$ cat src/rtl/dram_arbiter.sv
// dram_arbiter: shares one data RAM port between the core and a DMA/host loader
//   clock, reset        rising-edge clock, asynchronous active-high reset
//   core_* / dma_*      req/we/addr/wdata in; gnt, rvalid pulses and registered rdata out
//   ram_*               registered addr/wdata, one-cycle we/re strobes, rdata RD_LAT after re
//   busy                high whenever the sequencer is not idle
module dram_arbiter #(
  parameter int DATA_W = 16,
  parameter int ADDR_W = 16,
  parameter int RD_LAT = 2,
  parameter int PRIO_CORE = 0
) (
  input  logic              clock,
  input  logic              reset,
  input  logic              core_req,
  input  logic              core_we,
  input  logic [ADDR_W-1:0] core_addr,
  input  logic [DATA_W-1:0] core_wdata,
  output logic              core_gnt,
  output logic              core_rvalid,
  output logic [DATA_W-1:0] core_rdata,
  input  logic              dma_req,
  input  logic              dma_we,
  input  logic [ADDR_W-1:0] dma_addr,
  input  logic [DATA_W-1:0] dma_wdata,
  output logic              dma_gnt,
  output logic              dma_rvalid,
  output logic [DATA_W-1:0] dma_rdata,
  output logic [ADDR_W-1:0] ram_addr,
  output logic [DATA_W-1:0] ram_wdata,
  output logic              ram_we,
  output logic              ram_re,
  input  logic [DATA_W-1:0] ram_rdata,
  output logic              busy
);
  typedef enum logic [2:0] {IDLE, WRITE, READ, WAIT, CAPT, RESP} state_t;
  state_t state, state_nx;
  logic owner;
  logic [1:0] cnt, cnt_nx;
  logic core_win, any_req;
  // owner is 1 for DMA; it doubles as the last-owner flag for round-robin
  assign any_req = core_req | dma_req;
  assign core_win = core_req & (~dma_req | (PRIO_CORE != 0) | owner);
  always_comb begin
    state_nx = state;
    cnt_nx = cnt;
    case (state)
      IDLE: state_nx = any_req ? ((core_win ? core_we : dma_we) ? WRITE : READ) : IDLE;
      WRITE: state_nx = IDLE;
      READ: begin
        state_nx = RD_LAT > 1 ? WAIT : CAPT;
        cnt_nx = RD_LAT > 1 ? 2'(RD_LAT - 2) : 2'd0;
      end
      WAIT: begin
        state_nx = cnt == 2'd0 ? CAPT : WAIT;
        cnt_nx = cnt - 2'd1;
      end
      CAPT: state_nx = RESP;
      default: state_nx = IDLE;
    endcase
  end
  always_ff @(posedge clock or posedge reset) begin
    if (reset) begin
      state <= IDLE;
      owner <= 1'b1;
      cnt <= 2'd0;
      ram_addr <= '0;
      ram_wdata <= '0;
      core_rdata <= '0;
      dma_rdata <= '0;
    end else begin
      state <= state_nx;
      cnt <= cnt_nx;
      if (state == IDLE && any_req) begin
        owner <= ~core_win;
        ram_addr <= core_win ? core_addr : dma_addr;
        ram_wdata <= core_win ? core_wdata : dma_wdata;
      end
      if (state == CAPT && !owner) core_rdata <= ram_rdata;
      if (state == CAPT && owner) dma_rdata <= ram_rdata;
    end
  end
  assign busy = state != IDLE;
  assign ram_we = state == WRITE;
  assign ram_re = state == READ;
  assign core_gnt = (state == WRITE || state == READ) && !owner;
  assign dma_gnt = (state == WRITE || state == READ) && owner;
  assign core_rvalid = state == RESP && !owner;
  assign dma_rvalid = state == RESP && owner;
endmodule

$ cat config.mk
export PLATFORM = sky130hd
export DESIGN_NAME = dram_arbiter
export DESIGN_NICKNAME = d
export VERILOG_FILES = /design/src/rtl/dram_arbiter.sv
export SDC_FILE = /design/constraint.sdc
export NUM_CORES = 1
export LEC_CHECK = 0
export BUFFER_PORTS_ARGS = -buffer_cell sky130_fd_sc_hd__clkbuf_2
export CAP_MARGIN = 20
export CORE_ASPECT_RATIO = 0.7
export CORE_MARGIN = 5
export CORE_UTILIZATION = 40
export DETAILED_ROUTE_END_ITERATION = 8
export PLACE_DENSITY = 0.81
export SETUP_SLACK_MARGIN = 0.2
export SLEW_MARGIN = 30
export SYNTH_ARGS = -nofsm -noshare
export SYNTH_HDL_FRONTEND = slang
export SYNTH_SLANG_ARGS = --single-unit
$ cat constraint.sdc
create_clock -name clock -period 3.85 [get_ports clock]
set_input_delay 0.77 -clock clock [delete_from_list [all_inputs] [get_ports clock]]
set_output_delay 0.77 -clock clock [all_outputs]
set_load 0.005 [all_outputs]
==> metrics.md, run 1 <==
| Metric | Value |
|---|---|
| Status | `finished, final reports clean` |
| Final setup viols | `0` |
| Top Metal Used | `met4` |
| Setup Skew | `0.00350 ns` |
| Max_cap viols | `0` |
| Final Cell Area | `4250 sq um` |
| DR vias | `2,442` |
| R2r worst-path depth | `5` |
| WHS Endpoint | `dma_rdata[4]` |
| Clk_lat worst skew | `0.32 ns` |
| Routability cong. | `0.775` |
| Num rows | `27` |
| Endpoints failing hold | `0` |
| Vias in the first global route | `2,609` |
| Synth Net Count | `334` |
| Register bit count reported by yosys | `70` |
| Full die area | `9760 sq um` |
| Dominant synthesized flop cell | `dfrtp_1` |
| Fill count | `713` |
| Synth unique cells | `28` |
| Wl on met1 | `3090 microns` |
| Hold buffer count at cts | `0` |
| Count of clock tree sinks | `70` |
| Unrepaired setup endpoints after global routing | `no` |
| Worst-margin pin slew | `0.800 ns` |
| Number of synthesized flops with an enable pin | `0` |
| Critical Path Source Type | `register` |
| Area Growth Syn to Fin | `35.3%` |
| Root buf cell | `clkbuf_16` |
| Drt wl/cell | `15.2 microns` |
| Area taken by multi-input logic gates | `1270 sq um` |
| Tot Pwr | `3.31 mW` |
| CTS buffer count | `9` |
| Ys async rst share | `1.00` |
| Post_cts resized | `0` |
| Total GRT Usage | `0.163` |
| Final TNS setup | `0 ns` |
| PnR worst setup slack | `1.56 ns` |
| Flip-flop and latch area | `1750 sq um` |
| Int Pwr | `2.22 mW` |
| Psw | `1.09 mW` |
| Post-route ant nets | `0` |
| Critical R2R Launch | `state[0]` |
| Largest net degree at the start of global routing | `43` |
| Non-Filler Instances | `509` |
| Worst Path Max Fanout | `42` |
| Final slew viol count | `0` |
| Core footprint | `7770 sq um` |
| Hold depth | `1` |
| Relative slew slack | `0.466` |
| CP arrival | `2.53 ns` |
| I/O Buffers | `156` |
| Gate power share | `0.373` |
| TritonRoute pass-1 iters | `4` |
| Vias per std cell | `4.80` |
| Pwr dens | `778 nW/um^2` |
| Seq/Total Area, Yosys | `0.558` |
| Ant. Diodes | `0` |
| Setup Buffers After CTS | `0` |
| Worst r2r dst | `ram_addr[0]` |
| R2R Setup Slk | `1.56 ns` |
| HP Class | `register to register` |
| Cell area after placement | `3980 sq um` |
| Total grt overflow | `0` |
| Routed wl met2 | `3930 microns` |
| Post-synthesis cell count | `247` |
| P_leak | `2.26 nW` |
| CTS tree | `built` |
| Post-Syn Area | `3140 sq um` |
| Layout Nets | `491` |
| Sw Share | `0.330` |
| Hold Crit Start | `dma_rdata[4]` |
| First-iteration detailed-routing DRC count | `73` |
| Setup slack at placement | `1.53 ns` |
| Final min period | `2.29 ns` |
| Die Wd | `116 microns` |
| Reg clk slew, reported paths | `0.05 ns` |
| Max VDD drop | `0.000350 V` |
| Drt drc | `0` |
| Mean post-synth cell area | `12.7 sq um` |
| Total length of routed wires | `7740 microns` |
| DPL Wire Length | `5920 microns` |
| Worst EP required | `4.09 ns` |
| Max Fclk | `437 MHz` |
| Initial antenna violation count | `0` |
| YS warnings | `0` |
| Clock share of power | `0.226` |
| Initial Util | `0.405` |
| Critical path class | `register to register` |
| Clock Tree Buf Depth | `2` |
| Worst Setup End Kind | `register` |
| Dpl cells | `494` |
| Ports | `157` |
| Die Y | `84.2 microns` |
| First-pass GRT wire length | `12,600 microns` |
| Tcrit/Tclk final | `0.595` |
| Met3 WL post-DR | `598 microns` |
| Layout cell share with drive strength beyond 1 | `0.517` |
| H-tree levels | `3` |
| Sequential Power Share | `0.401` |
-- power groups by stage --
stage / sequential [mW] / combinational (mW) / clock [mW]
3_5_place_dp: 1.33 / 1.26 / 0
6_report: 1.33 / 1.23 / 0.748
3_3_place_gp: 1.32 / 1.22 / 0
2_1_floorplan: 1.32 / 0.727 / 0
4_1_cts: 1.33 / 1.26 / 0.772
5_1_grt: 1.38 / 1.37 / 0.802
-- state kept, by name (all words and copies together), names as in the netlist --
signal and cells:
cnt 2, core_rdata 16, dma_rdata 16, owner 1
ram_addr 16, ram_wdata 16, state 3
-- placed cells by master (no fill, tap or decap), drive strengths merged --
| master | instances |
|---|---|
| mux2i | 33 |
| and2b | 1 |
| clkbuf | 170 |
| nand2 | 5 |
| nor2 | 37 |
| nand3b | 1 |
| and4b | 1 |
| inv | 5 |
| dfrtp | 69 |
| ha | 1 |
| mux2 | 32 |
| or3 | 1 |
| o311ai | 1 |
| a21oi | 32 |
| nor3b | 1 |
| buf | 4 |
| clkinv | 1 |
| o21ai | 5 |
| or3b | 1 |
| xnor2 | 1 |
| nor3 | 2 |
| dfstp | 1 |
| nand2b | 1 |
| a22o | 1 |
| nor4bb | 1 |
-- per-stage QoR --
stage,hold WS (ns),util
5_1_grt,0.520,0.547
6_report,0.506,0.547
2_1_floorplan,0.457,-
3_5_place_dp,0.492,0.513
3_3_place_gp,0.478,0.513
4_1_cts,0.510,0.547
-- area by class of cell --
class / instances / share of cell area
repair buffers: 160 / 0.191
well taps: 101 / 0.0297
flip-flops and latches: 70 / 0.412
clock inverters: 1 / 0.00118
multi-input cells: 158 / 0.300
clock buffers: 14 / 0.0621
inverters: 5 / 0.00441
-- worst max-delay path: stages, from the launching register on --
cell	delay, ns
dfrtp_1	0.48
or3_1	0.45
nor2_4	0.66
buf_4	0.39
nor2_1	0.07
a21oi_1	0.14
-- worst max-delay path by stage --
| stage | startpoint | endpoint | slack [ns] |
|---|---|---|---|
| final | state[0] | ram_addr[0] | 1.56 |
| after global routing | state[2] | ram_addr[0] | 1.31 |
| after CTS | state[0] | ram_addr[0] | 1.54 |
| after detailed placement | core_req | ram_wdata[5] | 1.53 |
| after global placement | dma_req | ram_wdata[15] | 1.59 |
| after floorplan | reset | cnt[0] | 1.31 |
-- logic make-up after synthesis --
group,share of synthesized area
compound gates,0.0645
xor+xnor,0.00279
fa+ha+maj,0.00398
buf+inv,0.0418
flops,0.558
mux,0.244
simple gates,0.0856
-- cell usage after synthesis (5+ instances only) --
cell type / n / area (sq um)
buf_4: 5 / 37.5
inv_1: 5 / 18.8
nor2_1: 34 / 128
mux2i_1: 33 / 330
a21oi_1: 32 / 160
o21ai_0: 5 / 25.0
buf_2: 7 / 35.0
mux2_2: 12 / 135
mux2_4: 20 / 300
nand2_1: 5 / 18.8
dfrtp_1: 69 / 1730
-- per-layer routing --
layer	vias to the layer above	track usage
met5	-	0
met4	0	0.0527
met3	12	0.0555
met2	87	0.279
met1	1175	0.191
li1	1168	-
Note: power is estimated with default switching activity, not from simulation.
==> run 2: changes to the inputs <==
Settings changed: ABC_AREA set to 1, PLACE_DENSITY 0.81 to 0.82.
Clock period 3.85 ns to 1.9 ns, I/O delays scaled along.
==> metrics.md, run 2 <==
| Metric | Value |
|---|---|
| Mean post-synth cell area | `7.47 sq um` |
| Dominant synthesized flop cell | `dfrtp_1` |
| TritonRoute pass-1 iters | `5` |
| Post-route ant nets | `0` |
| Die Wd | `121 microns` |
| Yosys top cell by area | `dfrtp_1` |
| Synth Net Count | `553` |
| Seq/Total Area, Yosys | `0.504` |
| Initial antenna violation count | `0` |
| Ys async rst share | `1.00` |
| Max_cap viols | `0` |
| Commonest non-fill, non-tap cell in the layout | `nand2_1` |
| Full die area | `10,700 sq um` |
| Total GRT Usage | `0.187` |
| Final slew viol count | `0` |
| Total length of routed wires | `9760 microns` |
| Ports | `157` |
| Drt wl/cell | `13.0 microns` |
| Commonest cells post-synth | `nand2_1, inv_1, nand3_1` |
| Final min period | `1.76 ns` |
| Core footprint | `8480 sq um` |
| Most Used Layer, Global Route | `met2` |
| Dpl cells | `724` |
| Final TNS setup | `0 ns` |
| CP arrival | `1.38 ns` |
| Die Y | `88.0 microns` |
| Total grt overflow | `0` |
| Count of clock tree sinks | `70` |
| Unrepaired setup endpoints after global routing | `yes` |
| I/O Buffers | `156` |
| Vias in the first global route | `3,488` |
| Critical path class | `register to output pin` |
| Largest net degree at the start of global routing | `71` |
| Clk_lat worst skew | `0.32 ns` |
| Endpoints failing hold | `0` |
| Post-synthesis cell count | `466` |
| Pwr dens | `1650 nW/um^2` |
| Initial Util | `0.410` |
| Register bit count reported by yosys | `70` |
| Vias per std cell | `4.66` |
| Root buf cell | `clkbuf_16` |
| GR Layer Usage met3 | `0.0568` |
| P_leak | `2.85 nW` |
| CTS tree | `built` |
| Crit-path cells | `inv_2, buf_4, buf_4, nand3_2, nor2_1, buf_2` |
| Hold buffer count at cts | `0` |
| Tot Pwr | `7.99 mW` |
| Layout Nets | `712` |
| Cell area after placement | `4340 sq um` |
| Max Fclk | `569 MHz` |
| DPL Wire Length | `7040 microns` |
| Most frequent cell after synthesis | `nand2_1` |
| Num rows | `28` |
| Worst Path Max Fanout | `3` |
| First-pass GRT wire length | `16,200 microns` |
| Routability cong. | `0.781` |
| First-iteration detailed-routing DRC count | `214` |
| Tcrit/Tclk final | `0.924` |
| HP Class | `input port to async pin` |
| Worst path slowest cell | `dfrtp_1` |
| DR vias | `3,496` |
| Setup slack at placement | `0.283 ns` |
| CTS buffer count | `9` |
| Clock Tree Buf Depth | `2` |
| Most frequent cells in the layout | `nand2_1, clkbuf_2, inv_1` |
| Non-Filler Instances | `750` |
| Synth unique cells | `20` |
| Final setup viols | `0` |
| CP most frequent cell | `buf_4` |
| Ant. Diodes | `0` |
| Reg clk slew, reported paths | `0.06 ns` |
| Post-Syn Area | `3480 sq um` |
| Status | `finished, final reports clean` |
| Final Cell Area | `4830 sq um` |
| Worst Setup End Kind | `output pin` |
| Worst EP required | `1.52 ns` |
| H-tree levels | `3` |
| Max VDD drop | `0.000542 V` |
| Share of the synthesized area in the top cell type | `0.496` |
| Top cells by area, synth | `dfrtp_1, nand2_1, nand3_1` |
| Setup Skew | `0.00694 ns` |
| YS warnings | `0` |
| Worst-margin pin slew | `0.404 ns` |
| Met2 Usage GRT | `0.313` |
| Number of synthesized flops with an enable pin | `0` |
| Critical Path Source Type | `register` |
| Crit path largest cell delay | `0.41 ns` |
| Layout cell share with drive strength beyond 1 | `0.340` |
| CP Buf/Inv Count | `4` |
| Area Growth Syn to Fin | `38.9%` |
| Met1 Use GR | `0.241` |
| Drt drc | `0` |
| Relative slew slack | `0.730` |
| PnR worst setup slack | `0.144 ns` |
| Delay-heaviest family, CP | `buffers and inverters` |
## run 2: repair_timing
action / CTS / global route
pin swaps: 1 / 6
buffers inserted: 4 / 6
setup endpoints to repair: 3 / 38
gates resized for setup: 6 / 18
## run 2: worst register-to-register path, cell delays in order, from the launching register on
cell	delay (ns)
dfstp_2	0.54
inv_2	0.16
nand2_2	0.11
buf_4	0.32
nand3_1	0.14
nand3_1	0.11
nand2_1	0.06
## run 2: kinds of logic (layout without fill, tap and decap cells)
| family | count (synthesis) | in the layout | synth area share |
|---|---|---|---|
| simple gates | 254 | 254 | 0.315 |
| buf+inv | 103 | 267 | 0.123 |
| fa+ha+maj | 1 | 1 | 0.00360 |
| flops | 70 | 70 | 0.504 |
| compound gates | 38 | 38 | 0.0550 |
## run 2: layout make-up
cell class | count | area, sq um
Fill cell | 787 | 3640
Sequential cell | 70 | 1760
Multi-Input combinational cell | 293 | 1340
Timing Repair Buffer | 173 | 938
Inverter | 78 | 299
Clock buffer | 9 | 225
Tap cell | 120 | 150
Clock inverter | 7 | 128
## run 2: metrics by stage
step / hold slack [ns] / util
2_1_floorplan: 0.472 / -
4_1_cts: 0.155 / 0.559
3_3_place_gp: 0.469 / 0.512
6_report: 0.143 / 0.570
5_1_grt: 0.185 / 0.570
3_5_place_dp: 0.469 / 0.512
## run 2: per-layer routing
metal / wire length (microns) / share of wire
met1: 4140 / 0.42
met5: 0 / 0
met3: 775 / 0.079
met2: 4760 / 0.49
met4: 87 / 0.0089
## run 2: path summary, 6_finish.rpt
path	depth (start not counted)	slack, ns	from	end
setup / recovery	6	0.14	state[1]	dma_rvalid
hold / removal	3	0.14	reset	ram_wdata[2]
setup reg to reg	6	0.35	owner	ram_wdata[3]
hold reg to reg	2	0.48	ram_wdata[1]	ram_wdata[1]
max in group asynchronous	3	1.42	reset	owner
min in group clock	3	0.28	ram_rdata[3]	core_rdata[3]
## run 2: where the power goes
group	internal (mW)	switching, mW
clock	1.30	0.664
combinational	1.37	1.90
sequential	2.28	0.471
